===== src/rtl/calc_pkg.sv =====
// Shared op encodings and FSM state type for the sequential calculator.
package calc_pkg;

    typedef enum logic [1:0] {
        OP_ADD = 2'b00,
        OP_SUB = 2'b01,
        OP_MUL = 2'b10,
        OP_DIV = 2'b11
    } op_e;

    typedef enum logic [1:0] {
        IDLE = 2'b00,
        CALC = 2'b01,
        DONE = 2'b10
    } state_e;

    // mul and div run on the iterative core; add and sub finish in one cycle
    function automatic logic is_iterative(input op_e op);
        return (op == OP_MUL) || (op == OP_DIV);
    endfunction

endpackage


===== src/rtl/calc_muldiv_core.sv =====
// Iterative N-cycle shift-add multiplier and restoring divider.
// Outputs carry the value of the step in progress, so they are final when done=1.
module calc_muldiv_core #(
    parameter int N = 8
) (
    input  logic           clk,
    input  logic           rst,
    input  logic           start,
    input  logic           op_div,
    input  logic [N-1:0]   a,
    input  logic [N-1:0]   b,
    output logic           done,
    output logic [2*N-1:0] product,
    output logic [N-1:0]   quotient,
    output logic [N-1:0]   remainder
);

    localparam int CW = $clog2(N);

    logic          busy;
    logic          div_q;
    logic [CW-1:0] cnt;
    logic [2*N-1:0] acc;
    logic [N-1:0]  opnd;
    logic [N-1:0]  rem;
    logic [N-1:0]  quo;

    logic [N:0]     add_sum;
    logic [2*N-1:0] acc_nx;
    logic [N:0]     r_shift;
    logic [N-1:0]   trial;
    logic [N-1:0]   rem_nx;
    logic [N-1:0]   quo_nx;

    always_comb begin
        add_sum = {1'b0, acc[2*N-1:N]} + (acc[0] ? {1'b0, opnd} : {(N+1){1'b0}});
        acc_nx  = {add_sum, acc[N-1:1]};
        r_shift = {rem, quo[N-1]};
        // when the trial subtraction succeeds the difference is below the divisor, so N bits suffice
        trial   = r_shift[N-1:0] - opnd;
        rem_nx  = r_shift[N-1:0];
        quo_nx  = {quo[N-2:0], 1'b0};
        if (r_shift >= {1'b0, opnd}) begin
            rem_nx = trial;
            quo_nx = {quo[N-2:0], 1'b1};
        end
    end

    assign done      = busy && (cnt == CW'(N - 1));
    assign product   = acc_nx;
    assign quotient  = quo_nx;
    assign remainder = rem_nx;

    always_ff @(posedge clk) begin
        if (rst) begin
            busy  <= 1'b0;
            div_q <= 1'b0;
            cnt   <= '0;
            acc   <= '0;
            opnd  <= '0;
            rem   <= '0;
            quo   <= '0;
        end else if (start) begin
            busy  <= 1'b1;
            div_q <= op_div;
            cnt   <= '0;
            if (op_div) begin
                opnd <= b;
                rem  <= '0;
                quo  <= a;
            end else begin
                opnd <= a;
                acc  <= {{N{1'b0}}, b};
            end
        end else if (busy) begin
            if (div_q) begin
                rem <= rem_nx;
                quo <= quo_nx;
            end else begin
                acc <= acc_nx;
            end
            if (done) begin
                busy <= 1'b0;
                cnt  <= '0;
            end else begin
                cnt <= cnt + 1'b1;
            end
        end
    end

endmodule


===== src/rtl/calc_seq_unit.sv =====
// Sequential calculator: one request at a time, add/sub in 1 cycle, mul/div in N cycles.
// Handshake: a transfer happens on an edge where valid and ready are both 1; valid never depends on ready.
module calc_seq_unit
    import calc_pkg::*;
#(
    parameter int N = 8
) (
    input  logic           clk,
    input  logic           rst,
    input  logic           in_valid,
    output logic           in_ready,
    input  logic [N-1:0]   A,
    input  logic [N-1:0]   B,
    input  logic [1:0]     op,
    output logic           out_valid,
    input  logic           out_ready,
    output logic [2*N-1:0] Result,
    output logic           C_out,
    output logic [1:0]     state_dbg
);

    state_e state, state_nx;
    op_e    op_in;
    op_e    op_q;
    logic [N-1:0] a_q, b_q;

    logic           accept;
    logic           core_start;
    logic           core_done;
    logic [2*N-1:0] core_product;
    logic [N-1:0]   core_quotient;
    logic [N-1:0]   core_remainder;

    logic           load_result;
    logic [2*N-1:0] result_nx;
    logic           c_nx;
    logic [N:0]     add_sum;
    logic [N:0]     sub_diff;

    assign op_in      = op_e'(op);
    assign accept     = (state == IDLE) && in_valid;
    assign core_start = accept && is_iterative(op_in);
    assign in_ready   = (state == IDLE);
    assign out_valid  = (state == DONE);
    assign state_dbg  = state;

    calc_muldiv_core #(.N(N)) u_core (
        .clk       (clk),
        .rst       (rst),
        .start     (core_start),
        .op_div    (op_in == OP_DIV),
        .a         (A),
        .b         (B),
        .done      (core_done),
        .product   (core_product),
        .quotient  (core_quotient),
        .remainder (core_remainder)
    );

    always_comb begin
        add_sum  = {1'b0, a_q} + {1'b0, b_q};
        sub_diff = {1'b0, a_q} - {1'b0, b_q};
    end

    always_comb begin
        state_nx    = state;
        load_result = 1'b0;
        result_nx   = '0;
        c_nx        = 1'b0;
        case (state)
            IDLE: begin
                if (in_valid) state_nx = CALC;
            end
            CALC: begin
                case (op_q)
                    OP_ADD: begin
                        load_result = 1'b1;
                        result_nx   = {{N{1'b0}}, add_sum[N-1:0]};
                        c_nx        = add_sum[N];
                    end
                    OP_SUB: begin
                        load_result = 1'b1;
                        result_nx   = {{N{1'b0}}, sub_diff[N-1:0]};
                        c_nx        = sub_diff[N];
                    end
                    OP_MUL: begin
                        load_result = core_done;
                        result_nx   = core_product;
                    end
                    default: begin
                        // a zero divisor naturally yields all-ones quotient and remainder A
                        load_result = core_done;
                        result_nx   = {core_remainder, core_quotient};
                        c_nx        = (b_q == '0);
                    end
                endcase
                if (load_result) state_nx = DONE;
            end
            DONE: begin
                if (out_ready) state_nx = IDLE;
            end
            default: state_nx = IDLE;
        endcase
    end

    always_ff @(posedge clk) begin
        if (rst) begin
            state  <= IDLE;
            op_q   <= OP_ADD;
            a_q    <= '0;
            b_q    <= '0;
            Result <= '0;
            C_out  <= 1'b0;
        end else begin
            state <= state_nx;
            if (accept) begin
                op_q <= op_in;
                a_q  <= A;
                b_q  <= B;
            end
            if (load_result) begin
                Result <= result_nx;
                C_out  <= c_nx;
            end
        end
    end

endmodule

===== config.mk =====
export PLATFORM = sky130hd
export DESIGN_NAME = calc_seq_unit
export DESIGN_NICKNAME = d
export VERILOG_FILES = /design/src/rtl/calc_pkg.sv /design/src/rtl/calc_muldiv_core.sv /design/src/rtl/calc_seq_unit.sv
export SDC_FILE = /design/constraint.sdc
export NUM_CORES = 1
export LEC_CHECK = 0
export ABC_AREA = 0
export BUFFER_PORTS_ARGS = -buffer_cell sky130_fd_sc_hd__buf_2
export CORE_AREA = 2 2 109 164
export DETAILED_ROUTE_END_ITERATION = 10
export DIE_AREA = 0 0 111 166
export PLACE_DENSITY = 0.53
export SKIP_CTS_REPAIR_TIMING = 1
export SLEW_MARGIN = 20
export SYNTH_ARGS = -nofsm -noshare
export SYNTH_HDL_FRONTEND = slang
export SYNTH_SLANG_ARGS = --single-unit

===== constraint.sdc =====
create_clock -name clk -period 4.4 [get_ports clk]
set_clock_uncertainty 0.2 [all_clocks]
set_input_delay 0.22 -clock clk [delete_from_list [all_inputs] [get_ports clk]]
set_output_delay 0.22 -clock clk [all_outputs]
set_load 0.02 [all_outputs]

# [Word-level counts from Yosys, hierarchy flattened]
# Index checks and enable logic that the tools add are counted.
[classes] n_mux=31 order_cmp=1 n_addsub=5 n_eq_ne=13 reduce_logical=14
[ops] cell="two-way mux 8 bit" count=11
[ops] cell="two-way mux 16 bit" count=5
[ops] cell="case mux 16 bit (3 select lines)" count=1
[ops] cell="adder 8 x 8 -> 9 bit" count=1
[ops] cell="adder 8 x 9 -> 9 bit" count=1
[ops] cell=">= comparator 9 x 8 -> 1 bit" count=1
[ops] cell="AND reduction 3 bit" count=3
[ops] cell="subtractor 8 x 8 -> 9 bit" count=1
[ops] cell="== test 2 bit, second input constant" count=4
[ops] cell="zero test 8 bit" count=1
[ops] cell="two-way mux 1 bit" count=8
[ops] cell="inequality test 2 bit, second input constant" count=4
[ops] cell="subtractor 8 bit" count=1
[ops] cell="two-way mux 2 bit" count=3
[ops] cell="case mux 2 bit (3 select lines)" count=1
[ops] cell="== test 2 x 1 -> 1 bit, second input constant" count=2
[ops] cell="zero test 2 bit" count=2
[ops] cell="inequality test 2 x 1 -> 1 bit, second input constant" count=2
[ops] cell="nonzero test 2 bit" count=2
[ops] cell="OR reduction 2 bit" count=2
[ops] cell="adder 3 x 1 -> 3 bit, second input constant" count=1
[ops] cell="== test 3 bit, second input constant" count=1
[ops] cell="logical AND 1 bit" count=3
[ops] cell="two-way mux 3 bit" count=1
[ops] cell="2 further kinds" count=2
[word_totals] in_bits=22 elab_cells=77 output_inout_bits=21 register_bits=82

# [Depth between registers and ports, before layout]
# Gate-level depths: netlist (run 1).
[depth] word_depth=6 depth_mapped=10 depth_no_buf=10

# [Cells and area by module]
# Synthesis (run 1) repeated with hierarchy kept, for this count alone.
[unflattened] hier_cells=585 area_unflattened_um2=5041.1
[by_module_without_submodules] mod="calc_muldiv_core" cells_each=295 seq_area_each_um2=900.9 area_each_um2=2685.1 instances=1
[by_module_without_submodules] mod="calc_seq_unit" cells_each=290 seq_area_each_um2=740.7 area_each_um2=2356.0 instances=1

# [Worst setup path after synthesis (run 1)]
# No wires, ideal clock.
[synth_timing] path_kind="reg2reg" from="reg u_core.acc[0]" to="reg u_core.acc[15]" stages_incl_launch_ff=10 t_arrival_ns=2.014 setup_time_ns=0.128 synth_period_minus_slack_ns=2.341 path_buffers=0 path_slack_ns=2.059 t_required_ns=4.072 path_cell_list="dfxtp_1 -> and2_1 -> ha_1 -> fa_1 -> a211oi_1 -> o21ai_0 -> a21o_1 -> a21o_1 -> a22oi_1 -> nor2_1"
[synth_via] elab_chain_cells=5
[synth_rtl] item="start, declared" line="calc_muldiv_core.sv:23" source="logic [2*N-1:0] acc;"
[synth_rtl] item="start signal, assigned" line="calc_muldiv_core.sv:73" source="acc <= {{N{1'b0}}, b};"
[synth_rtl] item="start signal, assigned" line="calc_muldiv_core.sv:80" source="acc <= acc_nx;"
[synth_rtl] item="two-way mux 8 bit" line="calc_muldiv_core.sv:36" source="add_sum = {1'b0, acc[2*N-1:N]} + (acc[0] ? {1'b0, opnd} : {(N+1){1'b0}});"
[synth_rtl] item="adder 8 x 9 -> 9 bit" line="calc_muldiv_core.sv:36"
[synth_rtl] item="two-way mux 16 bit" line="calc_muldiv_core.sv:76" source="if (div_q) begin"
[synth_rtl] item="two-way mux 16 bit" line="calc_muldiv_core.sv:75" source="end else if (busy) begin"
[synth_rtl] item="two-way mux 16 bit" line="calc_muldiv_core.sv:63" source="end else if (start) begin"
# No other way between the ends. The select of a mux whose other input is x is not followed.
# A chain may end at the register's enable or synchronous reset.

# [Worst setup path after layout (run 1)]
# Ends and elaborated chain as after synthesis.

==> key figures, run 1 <==
Floorplan
  – Die width: 111 um
  – Height of the die: 166 um
  – Row count: 59
  – Die footprint: 18400 um^2
  – Initial core utilization: 29.3%
  – Core Footprint: 17100 um^2
  – Ports: 43

Logic synthesis
  – Distinct cell type count after synthesis: 66
  – Synth top area cells: dfxtp_1 (33%), ha_1 (8.8%), nand2_1 (7.8%)
  – Async S/R FF share, synth: 0%
  – Mapped cell area: 5000 um^2
  – Sequential fraction of the synthesis area: 32.8%
  – Top-area cell type share of the netlist area: 32.8%
  – Yosys warns: 0
  – Mapped Cells: 630
  – Most instantiated cells after synthesis: nand2_1 (104), dfxtp_1 (82), nor2_1 (55)
  – Most common cell in the netlist: nand2_1
  – Net Count, Synth: 691
  – Post-synth top flop: dfxtp_1
  – Seq cells post-synth: 82
  – Number of enable flip-flop cells after synthesis: 0
  – Avg Inst Size Synth: 7.94 um^2
  – Yosys top cell by area: dfxtp_1

Clock network
  – Clock transition at path regs: 0.06 ns
  – CTS buffer count: 9
  – Clk_lat worst skew: 0.34 ns
  – CTS H-Tree Depth: 3
  – Clock net sink count: 82
  – Root Buffer Master: clkbuf_16
  – Max clock buf depth: 2
  – CTS tree: done

Setup path
  – Req. time, crit path: 4.40 ns
  – Delay-heaviest family, CP: compound AO/OA/AOI/OAI gates
  – Crit-path max cell delay: 0.44 ns
  – Critical path peak fanout: 9
  – R2R Path End: u_core.acc[15]
  – Startpoint types: flop
  – Max stage delay cell, worst path: fa_1
  – Reg-to-reg slack, setup: 1.79 ns
  – Worst Path Class, Setup: reg -> reg
  – Critical path arrival: 2.61 ns
  – CP cell instances: and2_1 -> ha_1 -> fa_1 -> a211oi_1 -> o21ai_0 -> a21o_1 -> a21o_1 -> a22oi_1 -> nor2_1
  – FF-to-FF path depth: 9
  – Critical Path End Type: flop
  – Worst path most repeated cell: a21o_1
  – Worst reg2reg path startpoint: u_core.acc[0]
  – CP bufs+invs: 0

Placed design
  – Final HPWL DP: 12100 um
  – Gpl congestion: 0.882
  – DP Area: 5360 um^2
  – Placed cells: 858
  – PortBufs: 42

Global routing
  – Global-route wire length before repair: 24600 um
  – Tot GR Track Use: 16.9%
  – Remaining Overflow, GRT: 0
  – Initial antenna violation count: 0
  – Vias in the first global route: 4646
  – Largest net degree at the start of global routing: 68

Layout
  – Layout net count: 730
  – Layout cells sized above 1: 11.6%
  – Layout fillers: 1814
  – Area Overhead vs Synth: 16.0%
  – Final Non-Filler Cells: 887
  – Layout Cell Area excl Fill: 5800 um^2
  – # diodes: 0

Min path
  – Worst Hold Class: in -> reg
  – Hold Path Depth: 3
  – Hold Path End: a_q[4]
  – Hold wc startpoint: A[4]

Timing
  – Slew Limit Fails: 0
  – Relative slew margins: 49.3%
  – Fin Setup TNS: 0 ns
  – Final min period: 2.61 ns
  – Worst slew pin tran: 0.760 ns
  – Hold Fails Final Rpt: 4
  – Hold WS: -0.0449 ns
  – RSZ-0062 raised after global routing: false
  – Final setup fails: 0
  – Period Utilization, post-route: 59.3%
  – Max Clk Rate: 383 MHz

Detailed routing
  – Average wire per standard cell: 17.7 um
  – Pre-antenna DRT Iters: 4
  – Post-DRT Antenna Nets: 0
  – # DRC: 0
  – First DRT Iteration DRCs: 247
  – Drt total wl: 15700 um
  – Via density: 5.27
  – Via count: 4676

Power and ir drop
  – Maximum VDD drop: 0.198 mV
  – Power Total: 0.00208 W
  – PD cells: 358 nW/um^2
  – Lkg Pwr: 2.34 nW

Outcome
  – Status: finished, violations left
  – Violated checks: hold timing

Flow run
  – Max-cap violations: 0
[where the power goes]
| part | total, W | switching [W] | internal (W) | leakage, nW |
|---|---|---|---|---|
| clock | 0.000796 | 0.000322 | 0.000474 | 0.153 |
| sequential | 0.000831 | 0.0000460 | 0.000785 | 0.669 |
| combinational | 0.000449 | 0.000281 | 0.000168 | 1.51 |
| total | 0.00208 | 0.000649 | 0.00143 | 2.34 |
[layer usage]
| layer | vias up | routed length (um) | track usage [%] |
|---|---|---|---|
| met4 | 0 | 962 | 11.3 |
| met1 | 2215 | 6100 | 18.3 |
| li1 | 2317 | - | - |
| met3 | 44 | 390 | 1.79 |
| met2 | 100 | 8270 | 30.6 |
| met5 | - | 0 | 0 |
[area by class of cell]
cell class                      instances  area (um^2)  area share [%]
Inverter                               29          109            1.88
Multi-Input combinational cell        488         3100            53.5
Tap cell                              213          267            4.59
Sequential cell                        82         1640            28.3
Clock buffer                           11          253            4.36
Timing Repair Buffer                   59          370            6.38
Clock inverter                          5         60.1            1.04
[how the worst max path moves through the flow]
stage / startpoint / to / depth (start not counted) / slack (ns)
finish: u_core.acc[0] / u_core.acc[15] / 9 / 1.79
detailed placement: u_core.acc[0] / u_core.acc[15] / 9 / 1.82
global route: op_q[1] / Result[15] / 5 / 1.47
floorplan: u_core.acc[0] / u_core.acc[15] / 9 / 2.06
CTS: u_core.acc[0] / u_core.acc[15] / 9 / 1.81
global placement: u_core.acc[0] / u_core.acc[15] / 9 / 1.87
[stage by stage]
step,util (%),worst slack [ns],hold slack [ns]
detailed placement,31.4,1.82,0.250
finish,34.0,1.79,-0.0449
global route,34.0,1.47,-0.0143
global placement,31.4,1.87,0.238
floorplan,-,2.06,0.156
CTS,33.3,1.81,-0.0644
[placed cells by master, fill, tap and decap left out, types with 17 or more instances in the layout]
master / instances
buf_2: 42
nand2_1: 104
a21oi_1: 54
o21ai_0: 33
nand3_1: 17
dfxtp_1: 82
a311oi_1: 23
ha_1: 35
inv_1: 29
nor2_1: 55
[state kept, by name, indices dropped and copies added, names as in the netlist, 2 cells and up]
name,cells
op_q,2
u_core.cnt,3
b_q,8
Result,16
u_core.quo,8
u_core.opnd,8
u_core.rem,8
state_dbg,2
a_q,8
u_core.acc,16
[worst reg2reg max path, stage by stage, from the launching register on]
cell and delay [ns]:
dfxtp_1 0.36, and2_1 0.17, ha_1 0.22, fa_1 0.44, a211oi_1 0.29, o21ai_0 0.20
a21o_1 0.19, a21o_1 0.19, a22oi_1 0.17, nor2_1 0.06
[cells by family after synthesis]
| group | count (synthesis) | share of synthesized area, % |
|---|---|---|
| XOR/XNOR | 12 | 2.10 |
| adder cells (fa/ha/maj) | 39 | 10.4 |
| AO/OA/AOI/OAI | 178 | 23.5 |
| AND/OR/NAND/NOR | 245 | 22.9 |
| buffers and inverters | 60 | 5.18 |
| flip-flops | 82 | 32.8 |
| multiplexers | 14 | 3.08 |
No activity file was read; power rests on OpenSTA's default activity.
==> inputs of run 2 (changes only) <==
==> constraint.sdc (replaced) <==
create_clock -name clk -period 2.5 [get_ports clk]
set_clock_uncertainty 0.2 [all_clocks]
set_input_delay 0.125 -clock clk [delete_from_list [all_inputs] [get_ports clk]]
set_output_delay 0.125 -clock clk [all_outputs]
set_load 0.02 [all_outputs]
==> key figures, run 2 (synthesis gave the netlist of run 1 again) <==
Outcome
  – Status: complete, no violations (was finished, violations left)

Detailed routing
  – Via count: 4824 (was 4676)
  – Average wire per standard cell: 17.7 um (about the same)
  – Top Layer Used: met4 (unchanged)
  – First DRT Iteration DRCs: 238 (was 247)
  – Drt total wl: 16100 um (was 15700 um)
  – Post-DRT Antenna Nets: 0 (unchanged)
  – Met2 WL: 8670 um (was 8270 um)
  – Pre-antenna DRT Iters: 4 (unchanged)
  – Via density: 5.30 (was 5.27)
  – # DRC: 0 (unchanged)
  – M1 wire length: 6330 um (was 6100 um)
  – Metal3 WL: 498 um (was 390 um)

Global routing
  – Largest net degree at the start of global routing: 36 (was 68)
  – Remaining Overflow, GRT: 0 (unchanged)
  – Tot GR Track Use: 17.3% (was 16.9%)
  – Vias in the first global route: 4630 (was 4646)
  – Initial antenna violation count: 0 (unchanged)
  – Global-route wire length before repair: 25400 um (was 24600 um)

Setup path
  – Max stage delay cell, worst path: o31a_2 (was fa_1)
  – Delay-heaviest family, CP: compound AO/OA/AOI/OAI gates (unchanged)
  – Worst Path Class, Setup: reg -> reg (unchanged)
  – CP cell instances: inv_2 -> ha_1 -> nor2b_1 -> o31a_2 -> o21a_4 -> nor2_4 -> mux2i_2 -> a211oi_1 (was and2_1 -> ha_1 -> fa_1 -> a211oi_1 -> o21ai_0 -> a21o_1 -> a21o_1 -> a22oi_1 -> nor2_1)
  – FF-to-FF path depth: 8 (was 9)
  – Critical Path End Type: flop (unchanged)
  – Critical path arrival: 2.41 ns (was 2.61 ns)
  – Critical path depth in cells: 8 (was 9)
  – Critical path peak fanout: 4 (was 9)
  – Crit-path max cell delay: 0.41 ns (was 0.44 ns)
  – Req. time, crit path: 2.51 ns (was 4.40 ns)
  – CP bufs+invs: 1 (was 0)
  – Startpoint types: flop (unchanged)

Layout
  – Util after Layout: 35.5% (was 34.0%)
  – Layout fillers: 1783 (was 1814)
  – Biggest regs: Result x16, u_core.acc x16 (unchanged)
  – Layout Cell Area excl Fill: 6050 um^2 (was 5800 um^2)
  – Area Overhead vs Synth: 21.0% (was 16.0%)
  – Most common cell after layout, fill and taps aside: nand2_1 (unchanged)
  – Layout net count: 757 (was 730)
  – Most frequent cells in the layout: nand2_1 (104), dfxtp_1 (79), nor2_1 (55), a21oi_1 (54), buf_2 (42) (was nand2_1 (104), dfxtp_1 (82), nor2_1 (55), a21oi_1 (54), buf_2 (42))
  – # diodes: 0 (unchanged)
  – Layout cells sized above 1: 15.6% (was 11.6%)

Timing
  – Fin Setup TNS: 0 ns (unchanged)
  – Final worst-path setup slack: 0.103 ns (was 1.79 ns)
  – Max Clk Rate: 417 MHz (was 383 MHz)
  – Worst slew pin tran: 0.668 ns (was 0.760 ns)
  – Slew Limit Fails: 0 (unchanged)
  – Final setup fails: 0 (unchanged)
  – RSZ-0062 raised after global routing: true (was false)
  – Period Utilization, post-route: 95.9% (was 59.3%)
  – Hold Fails Final Rpt: 0 (was 4)
  – Relative slew margins: 55.4% (was 49.3%)
  – Final min period: 2.40 ns (was 2.61 ns)

Placed design
  – Place WS: 0.0580 ns (was 1.82 ns)
  – Gpl congestion: 0.910 (was 0.882)
  – Final HPWL DP: 12300 um (was 12100 um)
  – PortBufs: 42 (unchanged)
  – DP Area: 5510 um^2 (was 5360 um^2)

Clock network
  – Clock transition at path regs: 0.06 ns (about the same)
  – CTS buffer count: 9 (unchanged)
  – CTS tree: done (unchanged)
  – Clock net sink count: 82 (unchanged)
  – CTS H-Tree Depth: 3 (unchanged)
  – Max clock buf depth: 2 (unchanged)
  – Root Buffer Master: clkbuf_16 (unchanged)
  – Clk_lat worst skew: 0.34 ns (about the same)

Power and ir drop
  – Lkg Pwr: 2.44 nW (was 2.34 nW)
  – PD cells: 601 nW/um^2 (was 358 nW/um^2)
  – Maximum VDD drop: 0.346 mV (was 0.198 mV)

Min path
  – Worst Hold Class: reg -> reg (was in -> reg)
  – Hold Path Depth: 2 (was 3)

Floorplan
  – Initial core utilization: 29.3% (unchanged)
  – Row count: 59 (unchanged)
  – Ports: 43 (unchanged)
  – Core Footprint: 17100 um^2 (unchanged)
  – Die footprint: 18400 um^2 (unchanged)
  – Height of the die: 166 um (unchanged)
  – Die width: 111 um (unchanged)

Flow run
  – Max-cap violations: 0 (unchanged)
[run 2: cell types whose count changed in the layout (fill, tap and decap cells not counted), sizes merged]
cell / delta
clkbuf: -1
dlygate4sd3: +8
inv: -2
buf: +19
[run 2: cell type report]
cell class | count | area (um^2) | area share [%]
clock inverter | 3 | 42.5 | 0.703
timing repair buffer | 86 | 606 | 10.0
multi-input combinational | 488 | 3150 | 52.0
inverter | 29 | 109 | 1.80
sequential | 82 | 1650 | 27.2
tap | 213 | 267 | 4.40
clock buffer | 10 | 239 | 3.95
[run 2: worst register-to-register path, cell delays in order (launching register included)]
cell,delay (ns)
dfxtp_2,0.35
inv_2,0.06
ha_1,0.28
nor2b_1,0.15
o31a_2,0.41
o21a_4,0.26
nor2_4,0.17
mux2i_2,0.29
a211oi_1,0.11
[run 2: final timing paths]
kind                        from             to  slack, ns
hold reg to reg        Result[2]      Result[2]       0.25
setup / recovery  u_core.opnd[1]  u_core.rem[5]       0.10
hold / removal         Result[2]      Result[2]       0.25
setup reg to reg  u_core.opnd[1]  u_core.rem[5]       0.10
[run 2: routing by layer]
layer / up-vias / track usage, %
li1: 2372 / -
met1: 2314 / 19.5
met2: 97 / 32.2
met3: 41 / 2.23
met4: 0 / 7.61
met5: - / 0
[run 2: report_power, final]
| part | switching, W | internal [W] |
|---|---|---|
| sequential | 0.0000651 | 0.00138 |
| combinational | 0.000528 | 0.000362 |
| clock | 0.000522 | 0.000782 |
[run 2: stage by stage]
stage               power (W)  instances  hold slack [ns]
finish                0.00364        911            0.252
global route          0.00382        911            0.290
CTS                   0.00361        889           -0.160
detailed placement    0.00231        876            0.196
global placement      0.00230        876            0.197
floorplan             0.00203        630           0.0610
==> inputs of run 3 (changes only) <==
--- a/config.mk
+++ b/config.mk
@@ -6,11 +6,11 @@
 export NUM_CORES = 1
 export LEC_CHECK = 0
 export ABC_AREA = 0
-export BUFFER_PORTS_ARGS = -buffer_cell sky130_fd_sc_hd__buf_2
 export CORE_AREA = 2 2 109 164
 export DETAILED_ROUTE_END_ITERATION = 10
 export DIE_AREA = 0 0 111 166
-export PLACE_DENSITY = 0.53
+export DONT_BUFFER_PORTS = 1
+export PLACE_DENSITY = 0.51
 export SKIP_CTS_REPAIR_TIMING = 1
 export SLEW_MARGIN = 20
 export SYNTH_ARGS = -nofsm -noshare
==> key figures, run 3 (synthesis gave the netlist of run 1 again) <==
Outcome
  – Status: finished, violations left (was complete, no violations)
  – Violated checks: hold timing

Power and ir drop
  – Maximum VDD drop: 0.349 mV (was 0.346 mV)
  – Sequential Power Share: 40.3% (was 39.7%)
  – Power share of the clock group: 37.9% (was 35.8%)
  – Combinational Power Share: 21.8% (was 24.4%)
  – PD cells: 624 nW/um^2 (was 601 nW/um^2)
  – Lkg Pwr: 2.30 nW (was 2.44 nW)
  – Switching Power: 0.00113 W (was 0.00111 W)
  – Sw Share: 31.0% (was 30.6%)
  – P_int: 0.00251 W (was 0.00253 W)

Layout
  – Biggest regs: Result x16, u_core.acc x16 (unchanged)
  – Final Non-Filler Cells: 871 (was 911)
  – Layout cells sized above 1: 9.88% (was 15.6%)
  – Most frequent cells in the layout: nand2_1 (104), dfxtp_1 (80), nor2_1 (55), a21oi_1 (53), ha_1 (35) (was nand2_1 (104), dfxtp_1 (79), nor2_1 (55), a21oi_1 (54), buf_2 (42))
  – Layout Cell Area excl Fill: 5840 um^2 (was 6050 um^2)
  – Layout net count: 714 (was 757)
  – Area Overhead vs Synth: 16.7% (was 21.0%)
  – Most common cell after layout, fill and taps aside: nand2_1 (unchanged)
  – # diodes: 0 (unchanged)

Clock network
  – CTS tree: done (unchanged)
  – Clock transition at path regs: 0.07 ns (was 0.06 ns)
  – Clock net sink count: 82 (unchanged)
  – CTS H-Tree Depth: 3 (unchanged)
  – Clk_lat worst skew: 0.34 ns (about the same)
  – Max clock buf depth: 2 (unchanged)
  – Root Buffer Master: clkbuf_16 (unchanged)
  – CTS buffer count: 9 (unchanged)

Detailed routing
  – # DRC: 0 (unchanged)
  – Post-DRT Antenna Nets: 0 (unchanged)
  – Average wire per standard cell: 18.7 um (was 17.7 um)
  – Pre-antenna DRT Iters: 4 (unchanged)
  – Via count: 4677 (was 4824)
  – Drt total wl: 16300 um (was 16100 um)
  – First DRT Iteration DRCs: 183 (was 238)
  – Via density: 5.37 (was 5.30)

Timing
  – Hold WS: -0.338 ns (was 0.252 ns)
  – Slew Limit Fails: 0 (unchanged)
  – Max Clk Rate: 417 MHz (about the same)
  – Worst slew pin tran: 0.570 ns (was 0.668 ns)
  – Hold Fails Final Rpt: 47 (was 0)
  – Relative slew margins: 61.9% (was 55.4%)
  – Fin Setup TNS: 0 ns (unchanged)
  – Final setup fails: 0 (unchanged)
  – Final worst-path setup slack: 0.103 ns (about the same)
  – Final min period: 2.40 ns (about the same)
  – Period Utilization, post-route: 95.9% (about the same)

Setup path
  – FF-to-FF path depth: 7 (was 8)
  – Critical path arrival: 2.48 ns (was 2.41 ns)
  – Critical path peak fanout: 17 (was 4)
  – Critical Path End Type: flop (unchanged)
  – Worst Path Class, Setup: reg -> reg (unchanged)
  – Startpoint types: flop (unchanged)
  – Req. time, crit path: 2.58 ns (was 2.51 ns)

Global routing
  – Vias in the first global route: 4733 (was 4630)
  – Initial antenna violation count: 0 (unchanged)
  – Largest net degree at the start of global routing: 69 (was 36)
  – Tot GR Track Use: 17.6% (was 17.3%)
  – Global-route wire length before repair: 25500 um (was 25400 um)
  – Remaining Overflow, GRT: 0 (unchanged)

Floorplan
  – Ports: 43 (unchanged)
  – Initial core utilization: 29.3% (unchanged)
  – Row count: 59 (unchanged)
  – Core Footprint: 17100 um^2 (unchanged)
  – Die width: 111 um (unchanged)
  – Height of the die: 166 um (unchanged)
  – Die footprint: 18400 um^2 (unchanged)

Placed design
  – DP Area: 5300 um^2 (was 5510 um^2)
  – Placed cells: 835 (was 876)
  – Gpl congestion: 0.863 (was 0.910)
  – PortBufs: 0 (was 42)
  – Place WS: 0.0365 ns (was 0.0580 ns)
  – Final HPWL DP: 12100 um (was 12300 um)

Min path
  – Worst Hold Class: in -> reg (was reg -> reg)
  – Hold Path Depth: 1 (was 2)

Flow run
  – Max-cap violations: 0 (unchanged)
==> run 3: cell count changes in the layout (fill, tap and decap cells not counted), sizes merged <==
| cell | delta |
|---|---|
| clkinvlp | +2 |
| buf | -41 |
| dlygate4sd3 | -2 |
| clkinv | +1 |
==> run 3: path summary, 6_finish.rpt <==
kind,from,to,slack [ns]
max,state_dbg[1],a_q[7],0.10
min,rst,Result[2],-0.34
max reg2reg,state_dbg[1],a_q[7],0.10
min reg2reg,u_core.acc[10],u_core.acc[10],0.28
==> run 3: stage by stage <==
| stage | power (W) | utilization [%] |
|---|---|---|
| detailed placement | 0.00224 | 31.1 |
| global route | 0.00381 | 34.2 |
| CTS | 0.00363 | 32.9 |
| finish | 0.00364 | 34.2 |
| floorplan | 0.00203 | - |
| global placement | 0.00223 | 31.1 |
==> run 3: cell type report <==
class	instances	area (um^2)
Multi-Input combinational cell	488	3130
Timing Repair Buffer	43	383
Clock inverter	6	66.3
Sequential cell	82	1640
Fill cell	1808	11200
Inverter	29	109
Tap cell	213	267
Clock buffer	10	239
==> run 3: layer usage <==
layer / GRT usage (%) / vias up / part of all wire [%]
met1: 18.5 / 2217 / 37
met3: 3.03 / 44 / 4.4
met2: 32.4 / 122 / 53
met4: 10.5 / 0 / 5.2
met5: 0 / - / 0
li1: - / 2294 / -
==> run 3: critical path: stages, from the launching register on <==
cell and delay [ns]:
dfxtp_1 0.32, buf_4 0.17, nor2_1 0.39, and2_1 0.21, buf_4 0.23, nand2_1 0.11
a21oi_1 0.13, dlygate4sd3_1 0.56
==> run 3: power by group through the flow <==
stage	Sequential, W	Combinational (W)	Clock (W)
floorplan	0.00148	0.000551	0
global placement	0.00150	0.000737	0
detailed placement	0.00150	0.000743	0
CTS	0.00147	0.000748	0.00141
global route	0.00148	0.000877	0.00146
finish	0.00147	0.000792	0.00138
